[config.mk]
export PLATFORM = sky130hd
export DESIGN_NAME = link_frame_rx_flat
export DESIGN_NICKNAME = d
export VERILOG_FILES = /design/src/rtl/link_frame_rx_if.sv /design/src/rtl/link_frame_rx.sv /design/src/flat_wrapper.sv
export SDC_FILE = /design/constraint.sdc
export NUM_CORES = 1
export LEC_CHECK = 0
export CAP_MARGIN = 5
export CORE_MARGIN = 4
export CORE_UTILIZATION = 45
export DETAILED_ROUTE_END_ITERATION = 12
export GPL_TIMING_DRIVEN = 0
export PLACE_DENSITY = 0.64
export SLEW_MARGIN = 20
export SYNTH_ARGS = -nofsm -noshare
export SYNTH_HDL_FRONTEND = slang
export SYNTH_SLANG_ARGS = --single-unit
[constraint.sdc]
create_clock -name clk -period 2.8 [get_ports clk]
set_clock_uncertainty 0.2 [all_clocks]
set_input_delay 0.28 -clock clk [delete_from_list [all_inputs] [get_ports clk]]
set_output_delay 0.28 -clock clk [all_outputs]
set_load 0.01 [all_outputs]
[src/rtl/link_frame_rx_if.sv]
// Link-side signal bundle for the inter-board frame receiver: the raw line pin
// plus the recovered word and status flags presented to game logic.
interface link_frame_rx_if #(
  parameter int DATA_W = 12
);
  logic              rx_in;
  logic [DATA_W-1:0] data_out;
  logic              data_valid;
  logic              frame_err;
  logic              link_ok;
  logic              busy;

  // master drives the line and observes results; slave is the receiver itself
  modport master (
    output rx_in,
    input  data_out, data_valid, frame_err, link_ok, busy
  );

  modport slave (
    input  rx_in,
    output data_out, data_valid, frame_err, link_ok, busy
  );
endinterface

[src/rtl/link_frame_rx.sv]
// Serial frame receiver: start bit, DATA_W bits LSB first, even parity, stop bit.
// Holds the last good word and reports link liveness via a saturating timeout.
module link_frame_rx #(
  parameter int DATA_W       = 12,
  parameter int CLKS_PER_BIT = 1000,
  parameter int TIMEOUT_CLKS = 10_000_000
) (
  input  logic            clk,
  input  logic            reset,
  link_frame_rx_if.slave  link
);

  localparam int TMR_W = $clog2(CLKS_PER_BIT);
  localparam int IDX_W = $clog2(DATA_W + 1);
  localparam int TO_W  = $clog2(TIMEOUT_CLKS + 1);

  localparam logic [TMR_W-1:0] HALF_LAST = TMR_W'(CLKS_PER_BIT / 2 - 1);
  localparam logic [TMR_W-1:0] BIT_LAST  = TMR_W'(CLKS_PER_BIT - 1);
  localparam logic [IDX_W-1:0] IDX_LAST  = IDX_W'(DATA_W - 1);
  localparam logic [TO_W-1:0]  TO_MAX    = TO_W'(TIMEOUT_CLKS);
  localparam logic [TO_W-1:0]  TO_PRE    = TO_W'(TIMEOUT_CLKS - 1);

  typedef enum logic [2:0] {
    IDLE,
    START,
    DATA,
    PARITY,
    STOP
  } state_t;

  state_t            state_reg;
  logic              sync1_reg;
  logic              sync2_reg;
  logic              rx_prev_reg;
  logic [TMR_W-1:0]  timer_reg;
  logic [IDX_W-1:0]  idx_reg;
  logic [DATA_W-1:0] shift_reg;
  logic              parity_reg;
  logic [DATA_W-1:0] data_out_reg;
  logic              data_valid_reg;
  logic              frame_err_reg;
  logic              link_ok_reg;
  logic [TO_W-1:0]   to_cnt_reg;

  logic bit_done;
  logic good_frame;

  assign bit_done   = (timer_reg == BIT_LAST);
  // Stop sample with a high line and even overall parity is a good frame
  assign good_frame = (state_reg == STOP) && bit_done && sync2_reg &&
                      ((^shift_reg ^ parity_reg) == 1'b0);

  always_ff @(posedge clk) begin
    if (reset) begin
      sync1_reg   <= 1'b1;
      sync2_reg   <= 1'b1;
      rx_prev_reg <= 1'b1;
    end else begin
      sync1_reg   <= link.rx_in;
      sync2_reg   <= sync1_reg;
      rx_prev_reg <= sync2_reg;
    end
  end

  always_ff @(posedge clk) begin
    if (reset) begin
      state_reg      <= IDLE;
      timer_reg      <= '0;
      idx_reg        <= '0;
      shift_reg      <= '0;
      parity_reg     <= 1'b0;
      data_out_reg   <= '0;
      data_valid_reg <= 1'b0;
      frame_err_reg  <= 1'b0;
    end else begin
      data_valid_reg <= 1'b0;
      frame_err_reg  <= 1'b0;
      case (state_reg)
        IDLE: begin
          // Only a genuine high-to-low transition arms a frame
          if (rx_prev_reg && !sync2_reg) begin
            timer_reg <= '0;
            state_reg <= START;
          end
        end
        START: begin
          if (timer_reg == HALF_LAST) begin
            if (sync2_reg) begin
              state_reg <= IDLE;
            end else begin
              timer_reg <= '0;
              idx_reg   <= '0;
              state_reg <= DATA;
            end
          end else begin
            timer_reg <= timer_reg + 1'b1;
          end
        end
        DATA: begin
          if (bit_done) begin
            shift_reg[idx_reg] <= sync2_reg;
            timer_reg          <= '0;
            if (idx_reg == IDX_LAST) begin
              state_reg <= PARITY;
            end else begin
              idx_reg <= idx_reg + 1'b1;
            end
          end else begin
            timer_reg <= timer_reg + 1'b1;
          end
        end
        PARITY: begin
          if (bit_done) begin
            parity_reg <= sync2_reg;
            timer_reg  <= '0;
            state_reg  <= STOP;
          end else begin
            timer_reg <= timer_reg + 1'b1;
          end
        end
        STOP: begin
          if (bit_done) begin
            timer_reg <= '0;
            state_reg <= IDLE;
            if (good_frame) begin
              data_out_reg   <= shift_reg;
              data_valid_reg <= 1'b1;
            end else begin
              frame_err_reg <= 1'b1;
            end
          end else begin
            timer_reg <= timer_reg + 1'b1;
          end
        end
        default: state_reg <= IDLE;
      endcase
    end
  end

  // link_ok drops as the counter steps onto TIMEOUT_CLKS; a good frame always wins
  always_ff @(posedge clk) begin
    if (reset) begin
      to_cnt_reg  <= '0;
      link_ok_reg <= 1'b0;
    end else if (good_frame) begin
      to_cnt_reg  <= '0;
      link_ok_reg <= 1'b1;
    end else if (to_cnt_reg != TO_MAX) begin
      to_cnt_reg <= to_cnt_reg + 1'b1;
      if (to_cnt_reg == TO_PRE) begin
        link_ok_reg <= 1'b0;
      end
    end
  end

  assign link.data_out   = data_out_reg;
  assign link.data_valid = data_valid_reg;
  assign link.frame_err  = frame_err_reg;
  assign link.link_ok    = link_ok_reg;
  assign link.busy       = (state_reg != IDLE);

endmodule

[src/flat_wrapper.sv]
// flat-port wrapper written by rule: the top's interface ports become plain ports
module link_frame_rx_flat 
#(
  parameter int DATA_W       = 12,
  parameter int CLKS_PER_BIT = 1000,
  parameter int TIMEOUT_CLKS = 10_000_000
)
  (clk, reset, link_rx_in, link_data_out, link_data_valid, link_frame_err, link_link_ok, link_busy);
  link_frame_rx_if #(.DATA_W(DATA_W)) link_i ();
  input  logic clk;
  input  logic reset;
  input wire logic [$bits(link_i.rx_in)-1:0] link_rx_in;
  output wire logic [$bits(link_i.data_out)-1:0] link_data_out;
  output wire logic [$bits(link_i.data_valid)-1:0] link_data_valid;
  output wire logic [$bits(link_i.frame_err)-1:0] link_frame_err;
  output wire logic [$bits(link_i.link_ok)-1:0] link_link_ok;
  output wire logic [$bits(link_i.busy)-1:0] link_busy;
  assign link_i.rx_in = link_rx_in;
  assign link_data_out = link_i.data_out;
  assign link_data_valid = link_i.data_valid;
  assign link_frame_err = link_i.frame_err;
  assign link_link_ok = link_i.link_ok;
  assign link_busy = link_i.busy;
  link_frame_rx #(.DATA_W(DATA_W), .CLKS_PER_BIT(CLKS_PER_BIT), .TIMEOUT_CLKS(TIMEOUT_CLKS)) u_core (.clk(clk), .reset(reset), .link(link_i));
endmodule
* After elaboration in Yosys (flattened, before gate mapping)
Index checks and enable logic that the tools add are counted.
Cells by class: equality and inequality tests 18, reductions and logical operators 23, bitwise logic cells 4, magnitude comparators 2, mux-type cells 26, $add $sub $neg 3
Operators by type and width (number):
- $mux W10 | 4
- $pmux W10 S3 | 1
- $add A24 B1 Y24 const B | 1
- $eq A24 B24 Y1 const B | 1
- $ne A24 B24 Y1 const B | 1
- $mux W3 | 6
- $mux W4 | 4
- $pmux W3 S5 | 1
- $bwmux W12 | 1
- $ne A2 B1 Y1 const B | 6
- $reduce_xor A12 Y1 | 1
- $add A10 B1 Y10 const B | 1
- $eq A10 B10 Y1 const B | 1
- $eq A10 B9 Y1 const B | 1
- $pmux W4 S2 | 1
- $eq A3 B2 Y1 const B | 2
- $mux W1 | 6
- $reduce_and A2 Y1 | 3
- $reduce_and A3 Y1 | 2
- $reduce_and A6 Y1 | 1
- $reduce_bool A2 Y1 | 3
- $reduce_bool A3 Y1 | 2
- $reduce_or A3 Y1 | 2
- $logic_and A1 B1 Y1 | 5
- other kinds (16) | 19
Word-level totals: output and inout bits 16, flip-flop bits (word level) 72, logic and storage cells 89

* Depth between registers and ports, before layout
depth in word-level cells 6, gate-level depth with buffers 7

* Least setup slack after synthesis
Ideal clock, no wire load.
kind register to register, start register u_core.state_reg[1], end register u_core.idx_reg[3], clock period less this slack 2.184 ns, path slack 0.616 ns, cell stages (with the launch flop) 7, required time 2.530 ns, data arrival time 1.914 ns, path buffers 1, path through dfxtp_1 or3b_1 buf_2 a21o_1 a221o_1 or4_1 a21oi_1
Between the ends: cells in the longest elaborated chain, start to end 3
RTL lines:
- start: declaration | RTL line link_frame_rx.sv:31 | state_t state_reg;
- start signal: assignment | RTL line link_frame_rx.sv:67 | state_reg <= IDLE;
- start signal: assignment | RTL line link_frame_rx.sv:83 | state_reg <= START;
- start signal: assignment | RTL line link_frame_rx.sv:89 | state_reg <= IDLE;
- $eq A3 B2 Y1 or $eq A3 B1 Y1 (tied branches) | RTL line link_frame_rx.sv:78 | case (state_reg)
- $ne A2 B1 Y1 (no source line), or another cell as far along
- $reduce_and A5 Y1 (no source line)
- end signal: assignment | RTL line link_frame_rx.sv:106 | idx_reg <= idx_reg + 1'b1;
- end: declaration | RTL line link_frame_rx.sv:36 | logic [IDX_W-1:0] idx_reg;
Several ways; a longest one is shown, not always the timed one. A chain may end at the register's enable or synchronous reset.

* Worst setup path in the final report
start register u_core.timer_reg[0], end register u_core.shift_reg[3]
Between the ends: cells in the longest elaborated chain, start to end 2
RTL lines:
- start: declaration | RTL line link_frame_rx.sv:35 | logic [TMR_W-1:0] timer_reg;
- start signal: assignment | RTL line link_frame_rx.sv:96 | timer_reg <= timer_reg + 1'b1;
- start signal: assignment | RTL line link_frame_rx.sv:109 | timer_reg <= timer_reg + 1'b1;
- start signal: assignment | RTL line link_frame_rx.sv:118 | timer_reg <= timer_reg + 1'b1;
- $eq A10 B10 Y1 | RTL line link_frame_rx.sv:48 | assign bit_done = (timer_reg == BIT_LAST);
- $reduce_and A2 Y1 (no source line)
- end signal: indexed assignment | RTL line link_frame_rx.sv:101 | shift_reg[idx_reg] <= sync2_reg;
- end: declaration | RTL line link_frame_rx.sv:37 | logic [DATA_W-1:0] shift_reg;
Every way passes these cells.

==> impl_metrics.tcl <==
set metrics [dict create \
    outcome "finished clean" \
    cellPowerDensity_mw_per_mm2 499 \
    whs_ps 220 \
    hold_viol 0 \
    final_nets 440 \
    main_combinational_cell_family_by_area_after_synthesis "simple AND/OR/NAND/NOR gates" \
    fraction_of_layout_instances_using_a_drive_strength_above_1_pct 6.90 \
    max-slew-margin-rel_pct 49.1 \
    largest_register_ffs 24 \
    cts-htree-levels 3 \
    routabilityCongestion 0.795 \
    regToRegSetupSlack_ps 240 \
    placed_cells_incl_taps 518 \
    route.detailed.vias_per_inst 5.50 \
    area_fraction_in_compound_gates_after_synthesis_pct 9.63 \
    diodes 0 \
    leakage_nw 1.36 \
    ys_types 48 \
    fin_cells 534 \
    layout.cells.most_common "dfxtp_1" \
    period_share_pct 91.3 \
    max_cap_violations 0 \
    io_buffer_count 17 \
    path_max_fanout 10 \
    synthTopCellsByArea "dfxtp_1 (41%), xnor2_1 (5.7%), nor2_1 (5.5%)" \
    synth_adder_area_share_pct 2.49 \
    grt_max_degree 14 \
    synth_top_cell_area_share_pct 41.0 \
    net_count_of_the_mapped_netlist 412 \
    timing.setup.critical_path_class "reg -> reg" \
    rsz0062_at_grt "false" \
    finalMaxSlewViolations 0 \
    max_clock_freq_mhz 391 \
    number_of_clock_sinks 72 \
    rr_endpoint "u_core.shift_reg[3]" \
    grt-busiest-layer "met2" \
    cp_data_arrival_time_ps 2590 \
    period_minus_ws_final_ps 2560 \
    routedWlPerCell_um 14.5 \
    crit-reg2reg-launch "u_core.timer_reg[0]" \
    hold_crit_endpoint "u_core.sync2_reg" \
    ff2ff_path_depth 7 \
    dpl-instance-area_mm2 0.00381 \
    ys_ff_latch 72 \
    drt_iter0_drc 124 \
    cp-start-kind "flop" \
    hold_path.class "reg -> reg" \
    post-layout-total-power_mw 2.02 \
    ys.warnings.count 0 \
    cts.clk_slew.worst_paths_ps 80 \
    min_path_cells 1 \
    grt_util_met2_pct 29.8 \
    core_region_area_mm2 0.00741 \
    use_met1_pct 24.4 \
    grt_overflow_total 0 \
    global_route.usage.met3_pct 3.80 \
    grt_pass1_wl_mm 13.5 \
    worst_ir_drop_vdd_mv 0.246 \
    synthMuxAreaShare_pct 4.27 \
    synth_xor_xnor_area_share_pct 10.4 \
    place_worst_setup_slack_ps 247 \
    final_util_pct 54.5 \
    tightest_slew_ps 756 \
    yosysTopAreaCell "dfxtp_1" \
    worst_min_path_start "u_core.sync1_reg" \
    post-dp-hpwl_mm 5.67 \
    drc_errors 0 \
    ctsRootBufferMaster "clkbuf_8" \
    final_count_of_negative_setup_slack_endpoints 0 \
    cts_setup_buffers 0 \
    synth_simple_gate_area_share_pct 28.7 \
    synthCells 402 \
    synth-seq-area-share_pct 41.0 \
    flow.area_growth_from_synthesis_pct 14.8 \
    route.final.wire_length_mm 7.74 \
    drt_first_pass_iters 4 \
    antenna_found_initial 0 \
    total_global_routing_track_utilization_pct 18.5 \
    tns_ps 0 \
    floorplan.initialDensity_pct 47.5 \
    crit_path_end_kind "flop" \
    num_vias 2936 \
    setup_slack_ps 245 \
    cp.required_ps 2830 \
    row_count 31 \
    synthesis.area_per_instance_um2 8.76 \
    final_cell_mix "dfxtp_1 (72), nor2_1 (52), nand2_1 (26)" \
    floorplan.die_area_mm2 0.00930 \
    die_height_um 96.4 \
    worst_skew_pair.late_latency_ps 350 \
    post_synth_instance_area_mm2 0.00352 \
    vias_in_the_first_global_route 2835 \
    final_design_area_excluding_fillers_mm2 0.00404 \
    die_x_um 96.4 \
    clock_tree_from_tritoncts "yes" \
    numCtsBuffers 9 \
    num_io_pins 19 \
    postRouteAntennaNets 0 \
    clock_tree.buffer_depth 2 \
]
-- cells in the mapped netlist, drive strengths merged --
cell type and n:
nand2 26, dfxtp 72, a31o 1, o41ai 2, xnor3 3, nand4 18
nor4b 5, xnor2 23, nor3 9, or2 5, nand3 18, a21o 1
nand2b 3, xor2 11, o31ai 13, a22oi 1, a31oi 2, nor2 52
a211oi 1, nor2b 5, clkbuf 16, and2 3, or3b 3, and3b 1
o21bai 1, and3 1, o21ai 6, nand4b 6, nor4bb 3, inv 8
o311a 1, or4 3, mux2i 15, a2bb2oi 1, or3 3, o32ai 1
nor4 11, and4 6, a21oi 21, a221o 1, buf 8, nor3b 1
nand3b 4, ha 7
-- area by class of cell --
class,instances,area [um^2]
Fill cell,716,3370
Multi-Input combinational cell,298,1960
Sequential cell,72,1440
Timing Repair Buffer,17,170
Clock buffer,10,128
Tap cell,99,124
Buffer,24,97.6
Clock inverter,6,93.8
Inverter,8,30.0
-- logic make-up after synthesis --
| kind of cell | count (synthesis) |
|---|---|
| muxes | 15 |
| AOI/OAI and AO/OA | 53 |
| DFF | 72 |
| xor gates and xnor gates | 37 |
| buffers and inverters | 32 |
| adders and majority gates | 7 |
| and+or+nand+nor | 186 |
-- where the power goes --
part	total, mW	leakage (nW)	internal [mW]	switching, mW
clock network	0.914	0.107	0.506	0.408
logic	0.0643	0.671	0.0212	0.0431
registers	1.04	0.581	1.03	0.00766
total	2.02	1.36	1.56	0.459
-- repair_timing --
action | in CTS | in global routing
resized for setup | 0 | 1
hold buffers | 0 | 0
setup endpoints to repair | 0 | 1
-- worst max-delay path, cell delays in order (launching register included) --
cell      delay, ps
dfxtp_1         370
ha_1            240
nand3b_1        230
nor4_1          440
buf_2           270
nor4b_1         410
mux2i_1         240
nor2_1           50
-- worst max-delay path by stage --
stage / from / to / slack [ps] / cells after the start
5_1_grt: u_core.timer_reg[0] / u_core.shift_reg[3] / 20 / 7
4_1_cts: u_core.timer_reg[0] / u_core.link.data_out[6] / 240 / 7
2_1_floorplan: u_core.state_reg[1] / u_core.idx_reg[3] / 620 / 6
3_3_place_gp: u_core.timer_reg[0] / u_core.link.data_out[5] / 280 / 7
6_report: u_core.timer_reg[0] / u_core.shift_reg[3] / 240 / 7
3_5_place_dp: u_core.timer_reg[0] / u_core.link.data_out[6] / 250 / 7
-- routing by layer --
layer / wire, um / up-vias
li1: - / 1497
met5: 0 / -
met3: 315 / 13
met1: 3610 / 1370
met2: 3670 / 56
met4: 138 / 0
(Power assumes the default switching activity.)
